[src/rtl/clks_alot_p.sv]
// Clock-recovery shared widths and limit bundles.
package clks_alot_p;

  parameter int COUNTER_WIDTH = 16;

  typedef struct packed {
    logic [COUNTER_WIDTH-1:0] minimum_band_minus_one;
    logic [COUNTER_WIDTH-1:0] maximum_band_minus_one;
  } half_rate_limits_s;

endpackage

[src/rtl/common_p.sv]
// Shared clock-domain bundle types.
package common_p;

  typedef struct packed {
    logic clk;
    logic rst;
  } clk_dom_s;

endpackage

[src/rtl/edge_rate_meter.sv]
// Glitch-filtered edge interval meter feeding the lock-in stage.
// Optional glitch counter: EDGE_RATE_METER_GLITCH_COUNT_EN.
module edge_rate_meter #(
  parameter int SYNC_STAGES   = 2,
  parameter int COUNTER_WIDTH = clks_alot_p::COUNTER_WIDTH
) (
  input  common_p::clk_dom_s             sys_dom_i,
  input  logic                           recovery_en_i,
  input  clks_alot_p::half_rate_limits_s half_rate_limits_i,
  input  logic                           raw_sense_i,
  output logic [COUNTER_WIDTH-1:0]       current_rate_counter_o,
  output logic                           filtered_event_o,
  output logic                           event_level_o,
  output logic                           timeout_o
`ifdef EDGE_RATE_METER_GLITCH_COUNT_EN
  ,
  output logic [7:0]                     glitch_count_o
`endif
);

  typedef enum logic [1:0] {
    IDLE,
    ACQUIRE,
    TRACKING,
    STALLED
  } state_e;

  state_e state;

  logic clk;
  logic rst;

  assign clk = sys_dom_i.clk;
  assign rst = sys_dom_i.rst;

  logic [SYNC_STAGES-1:0]   sync_ff;
  logic                     sync_q;
  logic                     acc_level;
  logic [COUNTER_WIDTH-1:0] cnt;
  logic [COUNTER_WIDTH-1:0] cnt_nxt;
  logic [COUNTER_WIDTH-1:0] min_b;
  logic [COUNTER_WIDTH-1:0] max_b;
  logic                     cand;
  logic                     accept;
  logic                     over;

  assign sync_q = sync_ff[SYNC_STAGES-1];
  assign min_b  =
    COUNTER_WIDTH'(half_rate_limits_i.minimum_band_minus_one);
  assign max_b  =
    COUNTER_WIDTH'(half_rate_limits_i.maximum_band_minus_one);

  assign cand    = sync_q != acc_level;
  assign accept  = cand && (cnt >= min_b);
  assign over    = cnt > max_b;
  assign cnt_nxt = (cnt == '1) ? cnt : cnt + COUNTER_WIDTH'(1);

`ifdef EDGE_RATE_METER_GLITCH_COUNT_EN
  // pend_q: a candidate was seen last cycle but was too early to accept
  logic pend_q;
  logic glitch_hit;

  assign glitch_hit = pend_q && !cand;
`endif

  always_ff @(posedge clk or posedge rst) begin
    if (rst) begin
      state                  <= IDLE;
      sync_ff                <= '0;
      acc_level              <= 1'b0;
      cnt                    <= '0;
      current_rate_counter_o <= '0;
      filtered_event_o       <= 1'b0;
      event_level_o          <= 1'b0;
      timeout_o              <= 1'b0;
`ifdef EDGE_RATE_METER_GLITCH_COUNT_EN
      pend_q                 <= 1'b0;
      glitch_count_o         <= '0;
`endif
    end else begin
      sync_ff          <= {sync_ff[SYNC_STAGES-2:0], raw_sense_i};
      filtered_event_o <= 1'b0;
      if (!recovery_en_i) begin
        state     <= IDLE;
        cnt       <= '0;
        acc_level <= sync_q;
        timeout_o <= 1'b0;
`ifdef EDGE_RATE_METER_GLITCH_COUNT_EN
        pend_q    <= 1'b0;
`endif
      end else if (state == IDLE) begin
        state     <= ACQUIRE;
        cnt       <= '0;
        acc_level <= sync_q;
`ifdef EDGE_RATE_METER_GLITCH_COUNT_EN
        pend_q         <= 1'b0;
        glitch_count_o <= '0;
`endif
      end else begin
        cnt <= accept ? '0 : cnt_nxt;
        if (accept) begin
          acc_level     <= sync_q;
          event_level_o <= sync_q;
        end
`ifdef EDGE_RATE_METER_GLITCH_COUNT_EN
        pend_q <= cand && !accept;
        if (glitch_hit && (glitch_count_o != 8'hFF)) begin
          glitch_count_o <= glitch_count_o + 8'd1;
        end
`endif
        unique case (state)
          ACQUIRE: begin
            if (accept) begin
              state <= TRACKING;
            end else if (over) begin
              state     <= STALLED;
              timeout_o <= 1'b1;
            end
          end
          TRACKING: begin
            // an over-long interval that ends this cycle just resyncs
            if (accept) begin
              if (!over) begin
                current_rate_counter_o <= cnt;
                filtered_event_o       <= 1'b1;
              end
            end else if (over) begin
              state     <= STALLED;
              timeout_o <= 1'b1;
            end
          end
          STALLED: begin
            if (accept) begin
              state     <= TRACKING;
              timeout_o <= 1'b0;
            end
          end
          default: begin
            state <= IDLE;
          end
        endcase
      end
    end
  end

endmodule
[config.mk]
export PLATFORM = sky130hd
export DESIGN_NAME = edge_rate_meter
export DESIGN_NICKNAME = d
export VERILOG_FILES = /design/src/rtl/clks_alot_p.sv /design/src/rtl/common_p.sv /design/src/rtl/edge_rate_meter.sv
export SDC_FILE = /design/constraint.sdc
export NUM_CORES = 1
export LEC_CHECK = 0
export ABC_CLOCK_PERIOD_IN_PS = 6500
export BUFFER_PORTS_ARGS = -buffer_cell sky130_fd_sc_hd__buf_2
export CORE_ASPECT_RATIO = 0.6
export CORE_MARGIN = 3
export CORE_UTILIZATION = 45
export CTS_BUF_LIST = sky130_fd_sc_hd__clkbuf_8
export DETAILED_ROUTE_END_ITERATION = 10
export GPL_ROUTABILITY_DRIVEN = 0
export PLACE_DENSITY = 0.78
export RECOVER_POWER = 100
export SYNTH_ARGS = -nofsm -noshare
export SYNTH_HDL_FRONTEND = slang
export SYNTH_SLANG_ARGS = --single-unit
[constraint.sdc]
create_clock -name sys_dom_i -period 6.5 [get_ports sys_dom_i]
set_clock_uncertainty 0.1 [all_clocks]
set_input_delay 0.975 -clock sys_dom_i [delete_from_list [all_inputs] [get_ports sys_dom_i]]
set_output_delay 0.975 -clock sys_dom_i [all_outputs]
set_load 0.05 [all_outputs]
==> results of run 1 <==
==> worst max-delay path, cell delays in order <==
cell                      delay, ps
sky130_fd_sc_hd__buf_2           80
sky130_fd_sc_hd__inv_1           40
sky130_fd_sc_hd__ha_1           310
sky130_fd_sc_hd__nand4_1        140
sky130_fd_sc_hd__nor3_1         430
sky130_fd_sc_hd__nand3_1        130
sky130_fd_sc_hd__a31o_1         320
sky130_fd_sc_hd__nor2_1         200
sky130_fd_sc_hd__and3b_1        760
sky130_fd_sc_hd__mux2_2         410
==> flip-flops by register name (all words and copies together) (netlist names) <==
register / flops
cnt: 16
timeout_o: 1
current_rate_counter_o: 16
sync_ff: 2
state: 2
acc_level: 1
event_level_o: 1
filtered_event_o: 1
==> cell type report <==
cell class / instances / area, um2 / area share, %
Clock buffer: 10 / 87.6 / 2.68
Tap cell: 80 / 100 / 3.06
Timing Repair Buffer: 53 / 241 / 7.38
Clock inverter: 45 / 223 / 6.81
Sequential cell: 40 / 1000 / 30.6
Multi-Input combinational cell: 190 / 1480 / 45.3
Inverter: 36 / 135 / 4.13
==> worst max path at each step <==
stage / start / end / slack [ps]
finish: half_rate_limits_i[31] / current_rate_counter_o[5] / 2770
global route: half_rate_limits_i[31] / current_rate_counter_o[2] / 2620
CTS: half_rate_limits_i[31] / current_rate_counter_o[2] / 2730
detailed placement: sys_dom_i[0] / acc_level / 2230
global placement: sys_dom_i[0] / acc_level / 2230
floorplan: sys_dom_i[0] / acc_level / 2230
==> layout by cell type, fill, tap and decap left out, types with 8 or more instances in the layout <==
master                     synthesis  layout
sky130_fd_sc_hd__mux2_1            0       9
sky130_fd_sc_hd__inv_1            37      78
sky130_fd_sc_hd__mux2_2            9       9
sky130_fd_sc_hd__xor2_1           10      10
sky130_fd_sc_hd__nand2_1          22      22
sky130_fd_sc_hd__nor2_1           23      23
sky130_fd_sc_hd__a21oi_1          13      13
sky130_fd_sc_hd__buf_2             0      34
sky130_fd_sc_hd__clkbuf_1          3      24
sky130_fd_sc_hd__dfrtp_1          40      40
sky130_fd_sc_hd__nand3_1           9       9
sky130_fd_sc_hd__o21ai_0           8       8
sky130_fd_sc_hd__ha_1             39      39
==> cells in the mapped netlist <==
cell / n / area, um2
sky130_fd_sc_hd__xnor2_1: 3 / 26.3
sky130_fd_sc_hd__nand3_1: 9 / 45.0
sky130_fd_sc_hd__nand3b_1: 1 / 7.51
sky130_fd_sc_hd__a211oi_1: 1 / 7.51
sky130_fd_sc_hd__nand4_2: 2 / 25.0
sky130_fd_sc_hd__a21boi_0: 1 / 7.51
sky130_fd_sc_hd__buf_12: 1 / 20.0
sky130_fd_sc_hd__and2_1: 4 / 25.0
sky130_fd_sc_hd__o21bai_1: 1 / 7.51
sky130_fd_sc_hd__a31oi_1: 1 / 6.26
sky130_fd_sc_hd__mux2_4: 9 / 135
sky130_fd_sc_hd__buf_6: 1 / 11.3
sky130_fd_sc_hd__nor3_1: 4 / 20.0
sky130_fd_sc_hd__a22oi_1: 1 / 7.51
sky130_fd_sc_hd__o21ai_0: 8 / 40.0
sky130_fd_sc_hd__xor2_1: 10 / 87.6
sky130_fd_sc_hd__a31o_2: 1 / 8.76
sky130_fd_sc_hd__nand4_1: 5 / 31.3
sky130_fd_sc_hd__a21oi_1: 13 / 65.1
sky130_fd_sc_hd__mux2i_1: 3 / 30.0
sky130_fd_sc_hd__dfrtp_1: 40 / 1000
sky130_fd_sc_hd__mux2_2: 9 / 101
sky130_fd_sc_hd__nor2_1: 23 / 86.3
sky130_fd_sc_hd__nor4_4: 1 / 21.3
sky130_fd_sc_hd__and3b_1: 1 / 8.76
sky130_fd_sc_hd__clkbuf_1: 3 / 11.3
sky130_fd_sc_hd__nand2b_1: 3 / 18.8
sky130_fd_sc_hd__and4_1: 2 / 17.5
sky130_fd_sc_hd__a221o_2: 1 / 11.3
sky130_fd_sc_hd__ha_1: 39 / 488
sky130_fd_sc_hd__nor4_1: 1 / 6.26
sky130_fd_sc_hd__inv_1: 37 / 139
sky130_fd_sc_hd__o32a_1: 1 / 10.0
sky130_fd_sc_hd__nor2b_1: 1 / 6.26
sky130_fd_sc_hd__a2111o_1: 1 / 11.3
sky130_fd_sc_hd__and3_1: 4 / 25.0
sky130_fd_sc_hd__a2bb2oi_2: 1 / 15.0
sky130_fd_sc_hd__a221oi_1: 1 / 8.76
sky130_fd_sc_hd__o311a_2: 1 / 11.3
sky130_fd_sc_hd__and4_2: 1 / 10.0
sky130_fd_sc_hd__nand2_1: 22 / 82.6
==> logic make-up (layout without fill, tap and decap cells) <==
kind of cell / Yosys count / after routing / synth area share, %
xor+xnor: 13 / 13 / 4.21
compound gates: 33 / 33 / 8.05
mux: 21 / 21 / 9.85
buf+inv: 42 / 144 / 6.71
fa+ha+maj: 39 / 39 / 18.0
flops: 40 / 40 / 37.0
simple gates: 84 / 84 / 16.1
==> per-stage QoR <==
| step | util [%] | hold slack (ps) | instance area, um2 | setup WS (ps) |
|---|---|---|---|---|
| 2_1_floorplan | - | 231 | 2710 | 2230 |
| 3_3_place_gp | 53.1 | 232 | 3030 | 2230 |
| 3_5_place_dp | 53.1 | 235 | 3030 | 2230 |
| 4_1_cts | 59.4 | 254 | 3380 | 2730 |
| 5_1_grt | 57.4 | 276 | 3270 | 2620 |
| 6_report | 57.4 | 251 | 3270 | 2770 |
==> per-layer routing <==
metal | vias to the layer above | GRT usage [%] | routed length, um
met5 | - | 0 | 0
met4 | 0 | 13.2 | 72
li1 | 1139 | - | -
met2 | 77 | 26.0 | 2670
met1 | 1063 | 25.7 | 3200
met3 | 10 | 12.5 | 481
==> power breakdown <==
group | switching [uW] | total, uW | internal, uW
clock network | 274 | 476 | 202
logic | 52.5 | 91.2 | 38.7
registers | 8.99 | 257 | 248
total | 335 | 824 | 489
==> results.txt, run 1 <==
The run finished with clean final reports. The growth of design area from synthesis to finish came out at 20.9%. The width of the die is 106 um. The worst setup path is launched from an input pin.

The count of max-cap constraint violations is 0. The category of the worst setup path capture point is a flop. The total power draw came out at 824 uW.

The standard cell core area is 0.00570 mm2. The net count after synthesis is 347. The final count of pins violating max slew is 0.

The final antenna-violating net count is 0. The maximum clock frequency is 268 MHz. The startpoint identified for the worst register-to-register timing path is cnt[15]. After clock tree synthesis, the clock-pin slew on the worst setup and hold paths is 80 ps.

The endpoint identified for the worst register-to-register timing path is current_rate_counter_o[5]. The finished layout holds 454 standard cells, fillers aside. The setup slack of the worst register-to-register path came out at 3030 ps.

The DRC violation count after routing came out at 0. The later pin in the worst-skew pair is clocked with a latency of 300 ps. The area enclosed by the die boundary is 0.00701 mm2.

The number of setup violations in the final report came out at 0. The number of inserted diodes is 0. In the routed layout, each cell is associated on average with a via count of 5.04. The aggregate negative setup slack is 0 ps. In this run, synthesis produced a sequential element count of 40.

The starting utilization of the core area came out at 47.4%. The port buffer count is 53. The total count of hold-check failures in the final report came to 0.

The total vias in the final route came out at 2289. The count of placed standard cells including taps is 400. The net count of the finished layout is 446. The first TritonRoute pass finished after 4 iterations.

Once the clock tree was built, the resizer swapped 0 gates to a different size. Summing the sequential cell areas from Yosys gives 37.0% of the chip area. The path class of the tightest hold or removal check is reg2reg.

The layout cell share with drive strength beyond 1 is 15.2%. The total global routing overflow is 0. The worst hold path passes through 0 cells. The worst hold path begins at sync_ff[0].

Synthesis produced 272 cells. The via count of the first global-routing pass came to 2487. The fill cell instance count of the final layout is 557. The area of the mapped netlist is 0.00271 mm2.

The critical path in this run is classified as in2reg. The number of rows in the core area came out at 21. The starting DRC count in detailed routing came out at 67. The transition time of the tightest slew-check pin is 866 ps. The number of antenna violations at the first check in global routing is 0.

The number of hold-repair buffers added at the cts stage is 0. The half-perimeter wire length of the detailed placement result is 4560 um. Setup repair after global routing left no endpoint under its margin. The routed length per instance is 14.1 um. The static leakage power came out at 0.00188 uW. The die span in y is 66.1 um. The total global-route track usage came out at 20.5%. The cell area power density is 252 mW/mm2. The number of warning messages in the yosys log came out at 0. The largest net degree at the start of global routing came out at 18. Along the worst path, the maximum fanout reaches 17. The number of placed I/O pins came out at 55. The data arrival time at the worst-slack endpoint is 3810 ps. The number of setup buffers added after CTS came out at 0. The path with the worst hold slack has its endpoint at sync_ff[1]. The number of cells traversed by the worst register-to-register path is 8. The worst vdd rail ir drop came out at 0.126 mV. The per-instance average area after synthesis is 9.95 um2. The number of distinct library cells after synthesis came out at 41.

The shortest clock period the worst path allows after layout came out at 3730 ps. The data required time at the worst endpoint is 6590 ps. The final period utilization is 57.3%.

The overall routed net length is 6420 um. TritonCTS built the clock tree. The normalized max-slew margin is 42.3%. The first global-routing pass estimated 10800 um of wire.
Power figures use the tool's default switching activity.
==> run 2: changes to the inputs <==
--- a/config.mk
+++ b/config.mk
@@ -5,7 +5,7 @@
 export SDC_FILE = /design/constraint.sdc
 export NUM_CORES = 1
 export LEC_CHECK = 0
-export ABC_CLOCK_PERIOD_IN_PS = 6500
+export ABC_CLOCK_PERIOD_IN_PS = 3300
 export BUFFER_PORTS_ARGS = -buffer_cell sky130_fd_sc_hd__buf_2
 export CORE_ASPECT_RATIO = 0.6
 export CORE_MARGIN = 3
@@ -13,7 +13,7 @@
 export CTS_BUF_LIST = sky130_fd_sc_hd__clkbuf_8
 export DETAILED_ROUTE_END_ITERATION = 10
 export GPL_ROUTABILITY_DRIVEN = 0
-export PLACE_DENSITY = 0.78
+export PLACE_DENSITY = 0.81
 export RECOVER_POWER = 100
 export SYNTH_ARGS = -nofsm -noshare
 export SYNTH_HDL_FRONTEND = slang
==> constraint.sdc (replaced) <==
create_clock -name sys_dom_i -period 3.3 [get_ports sys_dom_i]
set_clock_uncertainty 0.1 [all_clocks]
set_input_delay 0.495 -clock sys_dom_i [delete_from_list [all_inputs] [get_ports sys_dom_i]]
set_output_delay 0.495 -clock sys_dom_i [all_outputs]
set_load 0.05 [all_outputs]
==> results.txt, run 2 (synthesized netlist as in run 1, its figures left out) <==
TritonCTS built the clock tree. The via count of the first global-routing pass is 2608. The library cell used most frequently in the layout, excluding fill and tap cells, is sky130_fd_sc_hd__inv_1. The normalized max-slew margin came out at 59.7%.

Timing would allow up to 327 MHz. The iteration count of the initial detailed-routing pass is 4. The number of antenna violations at the first check in global routing is 0. The half-perimeter wire length of the detailed placement result came out at 4980 um.

The clock reaches the later pin of the worst-skew pair after 300 ps. The starting DRC count in detailed routing came out at 132. The design draws 1660 uW. Across the VDD grid, the largest voltage drop is 0.263 mV.

The first-pass GRT wire length came out at 11300 um. The DRC violation count after routing is 0. The number of hold-repair buffers added at the cts stage came out at 0. The final count of pins violating max slew was 0.

The number of rows in the core area is 21. Setup violations remaining at the end of the flow were counted as 0. The critical path goes through ha_1 -> nand4_1 -> nor3_1 -> nand3_1 -> a31o_2 -> nor2_1 -> and3b_1 -> buf_4 -> mux2_1. The number of setup buffers added after CTS is 0. The layout cell share with drive strength beyond 1 is 17.4%. The delay of the slowest cell on the worst path is 500 ps. In this run the count of I/O pins placed on the die edge is 55.

The total count of hold-check failures in the final report is 0. In this run the vertical extent of the chip is 66.1 um. The total global-route track usage is 21.6%. The run finished with clean final reports. The die covers 0.00701 mm2. In this run the standard cell core region covers 0.00570 mm2. For this configuration, the core starts out at a cell density of 47.4%.

The path class of the tightest hold or removal check is in2reg. The transition time of the tightest slew-check pin is 607 ps. The detail-routed via count per cell came out at 5.08.

The critical path in this run is classified as reg2reg. STA classifies the critical path endpoint as a flop. The static leakage power came out at 0.00191 uW. From left edge to right edge, the die measures 106 um. After clock tree synthesis, the clock-pin slew on the worst setup and hold paths is 80 ps. The overall routed net length is 6890 um. The critical-path cell with the highest stage delay is sky130_fd_sc_hd__dfrtp_1.

The final period utilization came out at 92.7%. In the layout the commonest cells are sky130_fd_sc_hd__inv_1 (76), sky130_fd_sc_hd__dfrtp_1 (40), sky130_fd_sc_hd__ha_1 (39), sky130_fd_sc_hd__buf_2 (34), sky130_fd_sc_hd__clkbuf_1 (24). The worst path needs 3060 ps of the cycle, external delays included. The fill cell instance count of the final layout came out at 548.

The kind of start point of the critical path is a flop. Entering global routing, the biggest net connects 18 pins. The net total in the final layout is 450.

The largest registers in the layout are cnt x16, current_rate_counter_o x16. The routed length per instance came out at 15.0 um. Across all layers, the routed design uses 2335 vias. For this design the ratio of total power to cell area is 498 mW/mm2. Port buffering added 53 buffers.

Setup repair after global routing left no endpoint under its margin. The biggest fanout along the worst timing path came out at 10. The final antenna-violating net count is 0. The aggregate negative setup slack is 0 ps. The total overflow left after global routing is 0. The growth of design area from synthesis to finish came out at 23.0%. Post-CTS repair changed the size of 0 cells.

At the worst endpoint, the required time is 3380 ps. The count of max-cap constraint violations is 0. The data arrival time at the worst-slack endpoint is 3140 ps.
## run 2: cell type report
cell class | instances | area, um2 | area share (%)
sequential | 40 | 1000 | 30.1
tap | 80 | 100 | 3.01
antenna | 1 | 2.50 | 0.0752
timing repair buffer | 57 | 272 | 8.16
multi-input combinational | 190 | 1490 | 44.8
inverter | 36 | 135 | 4.06
clock buffer | 10 | 87.6 | 2.63
clock inverter | 46 | 238 | 7.14
## run 2: worst paths after layout
kind	startpoint	end	slack [ps]	depth (start not counted)
min reg2reg	sync_ff[0]	sync_ff[1]	260	0
max in group asynchronous	sys_dom_i[0]	cnt[15]	1490	3
max	cnt[15]	current_rate_counter_o[13]	240	9
min	raw_sense_i	sync_ff[0]	200	1
min in group asynchronous	sys_dom_i[0]	current_rate_counter_o[8]	1450	3
max reg2reg	cnt[15]	current_rate_counter_o[13]	240	9
## run 2: per-layer routing
layer  GRT usage (%)  wire (um)  vias to the layer above
met5               0          0                        -
met1            25.9       3310                     1097
met4            15.0         90                        0
met3            12.5        583                       11
li1                -          -                     1141
met2            28.7       2920                       86
## run 2: through the flow
| stage | worst slack, ps | hold WS, ps | cells | utilization (%) | area, um2 |
|---|---|---|---|---|---|
| floorplan | 632 | 231 | 272 | - | 2710 |
| global placement | 453 | 233 | 404 | 53.6 | 3060 |
| detailed placement | 233 | 236 | 404 | 53.6 | 3060 |
| CTS | 236 | 189 | 459 | 60.1 | 3430 |
| global route | 33.4 | 184 | 459 | 58.3 | 3330 |
| finish | 240 | 197 | 460 | 58.4 | 3330 |
## run 2: worst max-delay path: cells and delay by family, from the launching register on
kind	cells	cell delay, ps
adder cells (fa/ha/maj)	1	380
buffers and inverters	1	190
AND/OR/NAND/NOR	5	1090
flip-flops	1	500
AO/OA/AOI/OAI	1	320
multiplexers	1	350
## run 2: power by group
part / internal [uW] / total (uW) / switching (uW)
Sequential: 488 / 505 / 16.5
Clock: 413 / 966 / 553
Combinational: 81.2 / 188 / 106
==> run 3: changes to the inputs <==
--- a/config.mk
+++ b/config.mk
@@ -6,14 +6,14 @@
 export NUM_CORES = 1
 export LEC_CHECK = 0
 export ABC_CLOCK_PERIOD_IN_PS = 3300
-export BUFFER_PORTS_ARGS = -buffer_cell sky130_fd_sc_hd__buf_2
+export BUFFER_PORTS_ARGS = -buffer_cell sky130_fd_sc_hd__buf_4
 export CORE_ASPECT_RATIO = 0.6
 export CORE_MARGIN = 3
-export CORE_UTILIZATION = 45
+export CORE_UTILIZATION = 30
 export CTS_BUF_LIST = sky130_fd_sc_hd__clkbuf_8
 export DETAILED_ROUTE_END_ITERATION = 10
 export GPL_ROUTABILITY_DRIVEN = 0
-export PLACE_DENSITY = 0.81
+export PLACE_DENSITY = 0.62
 export RECOVER_POWER = 100
 export SYNTH_ARGS = -nofsm -noshare
 export SYNTH_HDL_FRONTEND = slang
==> results.txt, run 3 (synthesized netlist as in run 1, its figures left out) <==
The static leakage power came out at 0.00191 uW. On the worst path, the slowest cell contributes a delay of 480 ps. The final cell count without fillers came out at 489. The setup slack of the worst register-to-register path came out at 320 ps. The launch point of the worst hold path is raw_sense_i. Data on the critical path is required at its endpoint by 3380 ps.

The run finished with clean final reports. Walking the worst path, the cells encountered are ha_1 -> nand4_1 -> nor3_1 -> nand3_1 -> a31o_1 -> nor2_1 -> and3b_1 -> buf_12 -> mux2_1. The starting DRC count in detailed routing came out at 122.

STA classifies the critical path startpoint as a flop. The part of the total power dissipated in the clock network came out at 53.7%. The number of cells on the critical path is 9.

The final antenna-violating net count came out at 0. Entering global routing, the biggest net connects 18 pins. The number of antenna violations at the first check in global routing came out at 0. The count of buffers added on input and output ports is 53.

Together, buffers and inverters on the worst path number 1. The number of cells traversed by the worst register-to-register path came out at 9. The routed length per instance is 13.8 um. The final count of pins violating max slew came out at 0. The total power draw is 1500 uW. The internal power contribution is 843 uW. 55 I/O pins were placed. The total vias in the final route is 2278. The detail-routed via count per cell came out at 4.66. The tightest min-delay check is of the in2reg type. The floorplan step set the die height to 79.6 um. In the layout the commonest cells are sky130_fd_sc_hd__inv_1 (78), sky130_fd_sc_hd__dfrtp_1 (40), sky130_fd_sc_hd__ha_1 (39), sky130_fd_sc_hd__buf_4 (33), sky130_fd_sc_hd__clkbuf_1 (24). The count of placed standard cells including taps came out at 434. STA classifies the critical path endpoint as a flop. The area of all placed cells without fillers came out at 0.00339 mm2. The region available for standard cell placement spans 0.00865 mm2. The maximum clock frequency is 336 MHz. The via count of the first global-routing pass came out at 2526. Along the worst hold path, the cell count comes to 1. Registers take 0.00100 mm2. The overall routed net length is 6770 um. The growth of design area from synthesis to finish came out at 25.3%. The startpoint identified for the worst register-to-register timing path is cnt[15]. TritonCTS built the clock tree.

Once placement finished, the instance area stood at 0.00323 mm2. The setup slack after placement came out at 231 ps. In the routed design, unresolved DRC markers number 0. The total global routing overflow is 0. In this run the power density over the cells is 442 mW/mm2.

The type of the worst setup path is reg2reg. The half-perimeter wire length of the detailed placement result is 4880 um. Across every metal layer, demand over resource in global routing totals 14.5%. The sequential cell fraction of total power is 33.7%. The switching share of power is 43.7%.

After filler insertion, the fill cell instance count of the layout stands at 907. The path with the worst hold slack has its endpoint at sync_ff[0]. The layout cell share with drive strength beyond 1 came out at 16.2%. The critical-path cell with the highest stage delay is sky130_fd_sc_hd__dfrtp_1.

The total of cells resized after clock tree synthesis came out at 0. Combinational logic burns 12.7% of the power. For this run, the detailed router's first-pass iteration total came to 5.

The number of setup buffers added after CTS is 0. The aggregate negative setup slack is 0 ps. The endpoint of the lowest-slack register-to-register path is current_rate_counter_o[13]. The biggest fanout along the worst timing path came out at 17. The library cell used most frequently in the layout, excluding fill and tap cells, is sky130_fd_sc_hd__inv_1. The largest registers in the layout are cnt x16, current_rate_counter_o x16. The normalized max-slew margin is 58.3%. The area of the multi-input gates is 0.00149 mm2. The count of max-cap constraint violations is 0.

The latest clock arrival within the worst-skew pair came out at 300 ps. The width of the die came out at 129 um. The number of hold-repair buffers added at the cts stage came out at 0.

The area enclosed by the die boundary came out at 0.0102 mm2. The transition time of the tightest slew-check pin is 629 ps. The final period utilization is 90.2%. The number of inserted diodes is 0. The starting utilization of the core area came out at 31.3%. The data arrival time at the worst-slack endpoint came out at 3060 ps. The first-pass GRT wire length is 11100 um. The switching power is 656 uW. Setup repair after global routing left no endpoint under its margin. The number of setup violations in the final report came out at 0. The shortest clock period the worst path allows after layout is 2980 ps. The worst vdd rail ir drop came out at 0.179 mV.

The net total in the final layout came out at 448. The total count of hold-check failures in the final report came out at 0. After clock tree synthesis, the clock-pin slew on the worst setup and hold paths is 80 ps. The dominant delay contributor by cell family on the critical path is simple AND/OR/NAND/NOR gates.

The number of rows in the core area is 26. The final critical-path setup slack came out at 323 ps.
-- run 3: cell count changes in the layout (fill, tap and decap cells not counted), moves of 2 or more --
cell                        change
sky130_fd_sc_hd__buf_2         -34
sky130_fd_sc_hd__buf_4         +29
sky130_fd_sc_hd__inv_1          +2
sky130_fd_sc_hd__bufinv_16      -2
-- run 3: worst max path at each step --
stage,start,end,slack [ps]
6_report,cnt[15],current_rate_counter_o[13],320
5_1_grt,cnt[15],current_rate_counter_o[7],110
4_1_cts,cnt[15],current_rate_counter_o[6],310
3_5_place_dp,half_rate_limits_i[30],current_rate_counter_o[2],230
3_3_place_gp,half_rate_limits_i[31],current_rate_counter_o[15],300
2_1_floorplan,sys_dom_i[0],acc_level,630
-- run 3: layout make-up --
class	instances	share of cell area, %
Clock buffer	11	2.99
Clock inverter	45	5.09
Inverter	36	3.99
Multi-Input combinational cell	190	43.9
Sequential cell	40	29.5
Tap cell	112	4.13
Timing Repair Buffer	55	10.4
-- run 3: per-layer routing --
metal	vias to the layer above	GRT usage [%]	share of wire, %
li1	1137	-	-
met1	1061	18.3	52
met2	72	17.4	39
met3	8	10.2	8.3
met4	0	8.07	0.65
met5	-	0	0
-- run 3: power groups by stage --
stage / Sequential [uW] / Combinational, uW / Clock [uW]
global placement: 517 / 188 / 144
floorplan: 514 / 126 / 144
finish: 504 / 190 / 805
detailed placement: 518 / 192 / 144
global route: 507 / 220 / 950
CTS: 505 / 193 / 969
-- run 3: per-stage QoR --
step	utilization [%]	hold slack (ps)
after floorplan	-	231
after global routing	39.2	216
final	39.2	227
after global placement	37.3	239
after detailed placement	37.3	245
after CTS	41.0	192
